===== config.mk =====
export PLATFORM = sky130hd
export DESIGN_NAME = seg7_scan_ctrl
export DESIGN_NICKNAME = d
export VERILOG_FILES = /design/src/rtl/seg7_scan_ctrl.sv
export SDC_FILE = /design/constraint.sdc
export NUM_CORES = 1
export LEC_CHECK = 0
export ABC_AREA = 1
export BUFFER_PORTS_ARGS = -buffer_cell sky130_fd_sc_hd__buf_2
export CORE_MARGIN = 5
export CORE_UTILIZATION = 30
export DETAILED_ROUTE_END_ITERATION = 10
export PLACE_DENSITY_LB_ADDON = 0.08
export SYNTH_ARGS = -nofsm -noshare
export SYNTH_HDL_FRONTEND = slang
export SYNTH_SLANG_ARGS = --single-unit

===== constraint.sdc =====
create_clock -name clk -period 2.4 [get_ports clk]
set_clock_uncertainty 0.2 [all_clocks]
set_input_delay 0.24 -clock clk [delete_from_list [all_inputs] [get_ports clk]]
set_output_delay 0.24 -clock clk [all_outputs]
set_load 0.03 [all_outputs]

===== src/rtl/seg7_scan_ctrl.sv =====
// Multiplexed 7-segment scan controller: double-buffered digit data, hex decode,
// leading-zero suppression and PWM brightness on the digit enables.
module seg7_scan_ctrl #(
    parameter int NDIG       = 8,
    parameter int DIV_W      = 17,
    parameter bit ACTIVE_LOW = 1
) (
    input  logic              clk,
    input  logic              reset,
    input  logic              load,
    input  logic [4*NDIG-1:0] digits,
    input  logic [NDIG-1:0]   dp_in,
    input  logic [NDIG-1:0]   blank_in,
    input  logic              lz_en,
    input  logic [3:0]        bright,
    output logic [NDIG-1:0]   an,
    output logic [6:0]        seg,
    output logic              dp,
    output logic              pending,
    output logic              frame_done
);
    localparam int   IDX_W = $clog2(NDIG);
    localparam logic POL   = ACTIVE_LOW;

    function automatic logic [6:0] hex7(input logic [3:0] v);
        case (v)
            4'h0:    hex7 = 7'h7E;
            4'h1:    hex7 = 7'h30;
            4'h2:    hex7 = 7'h6D;
            4'h3:    hex7 = 7'h79;
            4'h4:    hex7 = 7'h33;
            4'h5:    hex7 = 7'h5B;
            4'h6:    hex7 = 7'h5F;
            4'h7:    hex7 = 7'h70;
            4'h8:    hex7 = 7'h7F;
            4'h9:    hex7 = 7'h7B;
            4'hA:    hex7 = 7'h77;
            4'hB:    hex7 = 7'h1F;
            4'hC:    hex7 = 7'h4E;
            4'hD:    hex7 = 7'h3D;
            4'hE:    hex7 = 7'h4F;
            default: hex7 = 7'h47;
        endcase
    endfunction

    logic [DIV_W-1:0]  presc;
    logic [IDX_W-1:0]  idx;
    logic              tick;
    logic              wrap;

    logic [4*NDIG-1:0] pend_dig;
    logic [NDIG-1:0]   pend_dp;
    logic [NDIG-1:0]   pend_blank;
    logic [4*NDIG-1:0] disp_dig;
    logic [NDIG-1:0]   disp_dp;
    logic [NDIG-1:0]   disp_blank;

    logic [NDIG-1:0]   lz_mask;
    logic              lz_run;

    logic [3:0]        nib_p0;
    logic              blank_p0;
    logic              lit_p0;
    logic [NDIG-1:0]   an_p0;
    logic [6:0]        seg_p0;
    logic              dp_p0;
    logic [NDIG-1:0]   an_p1;
    logic [6:0]        seg_p1;
    logic              dp_p1;

    assign tick = &presc;
    assign wrap = tick && (idx == IDX_W'(NDIG - 1));

    always_ff @(posedge clk) begin
        if (reset) begin
            presc      <= '0;
            idx        <= '0;
            frame_done <= 1'b0;
        end else begin
            presc      <= presc + DIV_W'(1);
            frame_done <= wrap;
            if (tick) begin
                idx <= wrap ? '0 : idx + IDX_W'(1);
            end
        end
    end

    // A load on the wrap cycle goes straight to the display; otherwise it waits in the pending buffer.
    always_ff @(posedge clk) begin
        if (reset) begin
            pend_dig   <= '0;
            pend_dp    <= '0;
            pend_blank <= '0;
            disp_dig   <= '0;
            disp_dp    <= '0;
            disp_blank <= '0;
            pending    <= 1'b0;
        end else if (wrap) begin
            pending <= 1'b0;
            if (load) begin
                disp_dig   <= digits;
                disp_dp    <= dp_in;
                disp_blank <= blank_in;
            end else if (pending) begin
                disp_dig   <= pend_dig;
                disp_dp    <= pend_dp;
                disp_blank <= pend_blank;
            end
        end else if (load) begin
            pend_dig   <= digits;
            pend_dp    <= dp_in;
            pend_blank <= blank_in;
            pending    <= 1'b1;
        end
    end

    // lz_mask[i] is set when digit i and every digit above it are zero; digit 0 is never masked.
    always_comb begin
        lz_run  = 1'b1;
        lz_mask = '0;
        for (int i = NDIG - 1; i > 0; i--) begin
            lz_run     = lz_run && (disp_dig[4*i +: 4] == 4'd0);
            lz_mask[i] = lz_run;
        end
    end

    // Stage p0: combinational slot decode
    assign nib_p0   = disp_dig[{idx, 2'b00} +: 4];
    assign blank_p0 = disp_blank[idx] | (lz_en & lz_mask[idx]);
    assign lit_p0   = (bright == 4'hF) || (presc[DIV_W-1 -: 4] < bright);
    assign an_p0    = lit_p0 ? (NDIG'(1) << idx) : '0;
    assign seg_p0   = (lit_p0 && !blank_p0) ? hex7(nib_p0) : 7'd0;
    assign dp_p0    = lit_p0 && !blank_p0 && disp_dp[idx];

    // Stage p1: registered, polarity-adjusted pin drive
    always_ff @(posedge clk) begin
        if (reset) begin
            an_p1  <= {NDIG{POL}};
            seg_p1 <= {7{POL}};
            dp_p1  <= POL;
        end else begin
            an_p1  <= an_p0 ^ {NDIG{POL}};
            seg_p1 <= seg_p0 ^ {7{POL}};
            dp_p1  <= dp_p0 ^ POL;
        end
    end

    assign an  = an_p1;
    assign seg = seg_p1;
    assign dp  = dp_p1;

endmodule

* After elaboration in Yosys (flattened, before gate mapping)
Memories as Yosys holds them, arrays and structs flattened.
Cells that the tools add are included.
** Storage, ports and cells
- Input port bits :: 56
- Memories :: 1
- ROM bits :: 112
- Bits in registers :: 134
** Operators by class
- Shifts and indexed selects :: 2
- Reduce and logical (&&, ||, !) cells :: 23
- Add/sub/neg operators :: 2
- Muxes and demuxes :: 15
- Bitwise operators :: 6
- Order comparisons :: 2
- Equality and inequality tests :: 2
** Memories
- (no name shown) :: depth 16, width 7, read ports 1, clocked after Yosys merged registers in 0, write ports 0, line 26 : case (v)
** Operators by type and width (count)
- 2-to-1 mux 32 bit :: 2
- 2-to-1 mux 8 bit :: 5
- variable part select 32 x 6 -> 4 bit :: 1
- logical NOT 4 bit :: 7
- adder 17 x 1 -> 17 bit, second input constant :: 1
- AND reduction 17 bit :: 1
- binary-select mux 1 bit (select 3 bit) :: 3
- logical AND 1 bit :: 9
- inverter 8 bit :: 1
- left shift 1 x 3 -> 8 bit, first input constant :: 1
- 2-to-1 mux 7 bit :: 1
- inverter 7 bit :: 1
- equality test 4 bit, second input constant :: 1
- less-than comparator 3 x 4 -> 1 bit, second input constant :: 1
- less-than comparator 4 bit :: 1
- AND reduction 2 bit :: 2
- adder 3 x 1 -> 3 bit, second input constant :: 1
- equality test 3 bit, second input constant :: 1
- 2-to-1 mux 1 bit :: 3
- 2-to-1 mux 3 bit :: 1
- inverter 1 bit :: 2
- nonzero test 2 bit :: 1
- OR reduction 2 bit :: 1
- bitwise AND 1 bit :: 1
- other kinds (3) :: 3

* Logic depth before layout (Yosys ltp)
- Depth after elaboration :: 15
- Depth in mapped cells :: 17

* Worst setup path after synthesis
Ideal clock, no wire load.
- Kind :: register to register
- Start point :: reg presc[0]
- End point :: reg disp_blank[0]
- Period minus slack after synthesis :: 2.599 ns
- Arrival time :: 2.273 ns
- Required time :: 2.075 ns
- Path buffers :: 2
- Slack :: -0.199 ns
- Stages on the path, launching flop included :: 16
- Cells stage by stage :: dfxtp_1 > ha_1 > nand2_1 > nor3_1 > nand2_1 > inv_1 > nand3_1 > nor2_1 > nand3_1 > nor2_1 > ha_1 > nand2_1 > a21oi_2 > buf_2 > buf_2 > a31oi_1
** On the way
- Longest elaborated chain between the ends :: 3
** RTL lines
- from (decl) :: line 46 : logic [DIV_W-1:0] presc;
- from (signal assigned) :: line 80 : presc <= presc + DIV_W'(1);
- AND reduction 17 bit :: line 71 : assign tick = &presc;
- net tick :: line 48 : logic tick;
- logical AND 1 bit :: line 72 : assign wrap = tick && (idx == IDX_W'(NDIG - 1));
- AND reduction 2 bit (no line)
- to (signal assigned) :: line 103 : disp_blank <= blank_in;
- to (signal assigned) :: line 107 : disp_blank <= pend_blank;
- to (decl) :: line 56 : logic [NDIG-1:0] disp_blank;
The timed path passes the listed nets, and every way through them passes these cells.
A chain may end at the register's enable or synchronous reset.

* Worst setup path in the final report
- Start point :: reg presc[1]
- End point :: reg disp_dig[7]
** On the way
- Longest elaborated chain between the ends :: 3
** RTL lines
- AND reduction 17 bit :: line 71
- net tick :: line 48
- logical AND 1 bit :: line 72
- AND reduction 2 bit (no line)
- to (signal assigned) :: line 101 : disp_dig <= digits;
- to (signal assigned) :: line 105 : disp_dig <= pend_dig;
- to (decl) :: line 54 : logic [4*NDIG-1:0] disp_dig;
The timed path passes the listed nets, and every way through them passes these cells.

==> results.ini <==
[timing]
timing.final.crit_share = 1.070
tightestPinTransition_ns = 0.6176
setup_ws_ns = -0.1673
hold_viol_final = 0
rsz0062_at_grt = true
period_needed_ns = 2.567
fmax_mhz = 389.5
drv_slew = 0
setup_tns_ns = -11.43
whs_ns = 0.1216
setup_viol = 96
slew_headroom = 0.5882

[final_layout]
layout-drive-gt1-share = 0.2393
post-route-util = 0.4541
num_antenna_cells = 0
fill_cells = 2013
area_growth_pct = 47.69
layout.nets = 1089

[drt]
ant_nets = 0
drtIter0Drc = 318
drt-vias-per-instance = 4.677
route.detailed.drc = 0
avgRoutedWirePerCell_um = 15.21
num_vias = 6048
dr.pass1.iters = 4
totalWireLength_um = 19670

[synth]
syn_area_per_cell_sq_um = 6.996
synth-seq-area-share = 0.4454
syn_area_sq_um = 6023
yosys.area.top_type = dfxtp_1
syn_nets = 934
ys_warn_count = 0
synth_top_area_share = 0.4454
ys_types = 29
synth_area_leaders = dfxtp_1, nand2_1, nor2_1
syn_inst = 861
ys_ff_latch = 134

[die]
die_area_sq_um = 23010
die_width_um = 151.7
coreArea_sq_um = 19590
ioPinCount = 74
rows = 51
die_h_um = 151.7
initial_core_util = 0.3075

[worst_hold_path]
min_to = an[7]
hold_depth = 4
hold_path_class = in -> reg
min_from = bright[2]

[cts]
clk_pin_slew_ns = 0.06
clock-sinks = 134
cts_root_buffer = clkbuf_16
clk_latency_ns = 0.42
cts_max_level = 4
numCtsBuffers = 17
cts_tree = done
clock_path_buffers = 2

[placed_design]
hpwl_um = 11110
portBuffers = 73
gp_congestion = 0.7743

[global_routing]
grt_pass1_vias = 5762
grt_overflow = 0
grt_max_degree = 58
antenna_found_initial = 0
grt_pass1_wl_um = 31190
grtUsageTotal = 0.1756

[setup_path]
r2r-end = disp_dig[7]
start_kind = flop
reg2regPathDepth = 16
regToRegStartpoint = presc[1]
critPathRequiredTime_ns = 2.50
crit_fanout = 8
r2r_slack_ns = -0.17
path_class = reg -> reg
crit_path_end_kind = flop
arrival_ns = 2.67

[status]
status = finished with violations
violations = setup timing

[pwr]
power_density_nw_per_um2 = 628.1
leakage_uw = 0.003790
ir_drop_v = 0.0004784

[job]
cap_violations = 0

==> layer usage <==
metal  up-vias  share of wire  global-route usage
li1       3131              -                   -
met1      2802           0.48              0.2374
met2        99           0.46              0.2851
met3        16          0.038             0.03391
met4         0          0.014             0.05211
met5         -              0                   0
==> final cells by class <==
| class | instances | area (sq um) | share of cell area |
|---|---|---|---|
| clock buffer | 23 | 498.0 | 0.05598 |
| clock inverter | 8 | 120.1 | 0.01350 |
| inverter | 56 | 222.7 | 0.02504 |
| sequential | 134 | 2685 | 0.3018 |
| multi-input combinational | 618 | 3167 | 0.3560 |
| timing repair buffer | 189 | 1872 | 0.2104 |
| tap | 265 | 331.6 | 0.03727 |
==> cells in the final DEF (no fill, tap or decap), drive strengths merged <==
cell type	count
nand3	40
bufinv	3
clkinv	3
dfxtp	134
nor3	13
nand2	220
clkinvlp	2
buf	135
a21o	1
ha	17
dlygate4sd3	49
o21ai	109
nor2	137
nor2b	1
o31ai	2
a21oi	16
or2	1
inv	56
a31oi	48
mux2i	1
o22ai	2
xnor2	2
clkbuf	28
nand4	8
==> kinds of logic (layout without fill, tap and decap cells) <==
logic type | count (synthesis) | in the layout | synth area share
and+or+nand+nor | 420 | 420 | 0.2790
DFF | 134 | 134 | 0.4454
adders and majority gates | 17 | 17 | 0.03531
AOI/OAI and AO/OA | 178 | 178 | 0.1602
buffers and inverters | 109 | 276 | 0.07561
muxes | 1 | 1 | 0.001662
xor gates and xnor gates | 2 | 2 | 0.002909
==> cells in the mapped netlist <==
library cell  instances
o21ai_1              11
dfxtp_1             134
nand3_1              40
a21o_1                1
xnor2_1               2
or2_0                 1
buf_4                 2
o22ai_1               2
clkbuf_1             24
nand4_1               8
a21oi_2               1
nor2_1              136
a21oi_1              15
nor2_4                1
clkbuf_2              1
buf_6                 1
buf_2                24
nor2b_1               1
ha_1                 17
a31oi_1              48
o31ai_1               2
nand2_2               2
buf_1                 1
mux2i_1               1
inv_2                 4
o21ai_0              98
nand2_1             218
nor3_1               13
inv_1                52
==> worst max-delay path, cell delays in order (launching register included) <==
cell and delay (ns):
dfxtp_2 0.35, ha_4 0.15, nand2_4 0.06, nor3_4 0.16, nand2_1 0.08, inv_2 0.06
nand3_2 0.07, nor2_2 0.13, nand3_1 0.08, nor2_1 0.12, ha_2 0.22, nand2_4 0.07
a21oi_4 0.13, buf_12 0.18, buf_6 0.18, clkbuf_16 0.16, a31oi_1 0.06
==> where the power goes <==
| group | leakage, uW | internal [uW] | switching, uW |
|---|---|---|---|
| logic | 0.00239 | 243 | 269 |
| clock network | 0.000301 | 1760 | 973 |
| registers | 0.00110 | 2300 | 46.3 |
==> how the worst max path moves through the flow <==
stage              from      endpoint
3_5_place_dp   presc[0]  disp_dig[28]
2_1_floorplan  presc[0]  pend_dig[11]
6_report       presc[1]   disp_dig[7]
4_1_cts        presc[0]  disp_dig[16]
5_1_grt        presc[1]  disp_dig[23]
3_3_place_gp   presc[0]  disp_dig[21]
==> sequential cells by signal, indices dropped and copies added, names as in the netlist <==
signal	count
pending	1
disp_dp	8
pend_dp	8
an	8
idx	3
pend_blank	8
presc	17
disp_blank	8
disp_dig	32
pend_dig	32
frame_done	1
dp	1
seg	7
==> metrics by stage <==
stage	setup WS [ns]	std cells	cell area (sq um)	power, uW
2_1_floorplan	0.002343	861	6056	2570
3_3_place_gp	-0.1511	1176	6808	2716
3_5_place_dp	-0.2076	1176	6808	2714
4_1_cts	-0.1387	1290	8663	5633
5_1_grt	-0.3259	1293	8896	5808
6_report	-0.1673	1293	8896	5588
==> timing repair <==
| item | in CTS | in global routing |
|---|---|---|
| endpoints found under the hold margin | 101 | 0 |
| gates resized for setup | 69 | 72 |
| hold buffers | 49 | 0 |
| setup buffers | 20 | 3 |
| pin swaps | 2 | 14 |
| cloned | 14 | 6 |
| setup endpoints to repair | 96 | 105 |
Power figures use the tool's default switching activity.
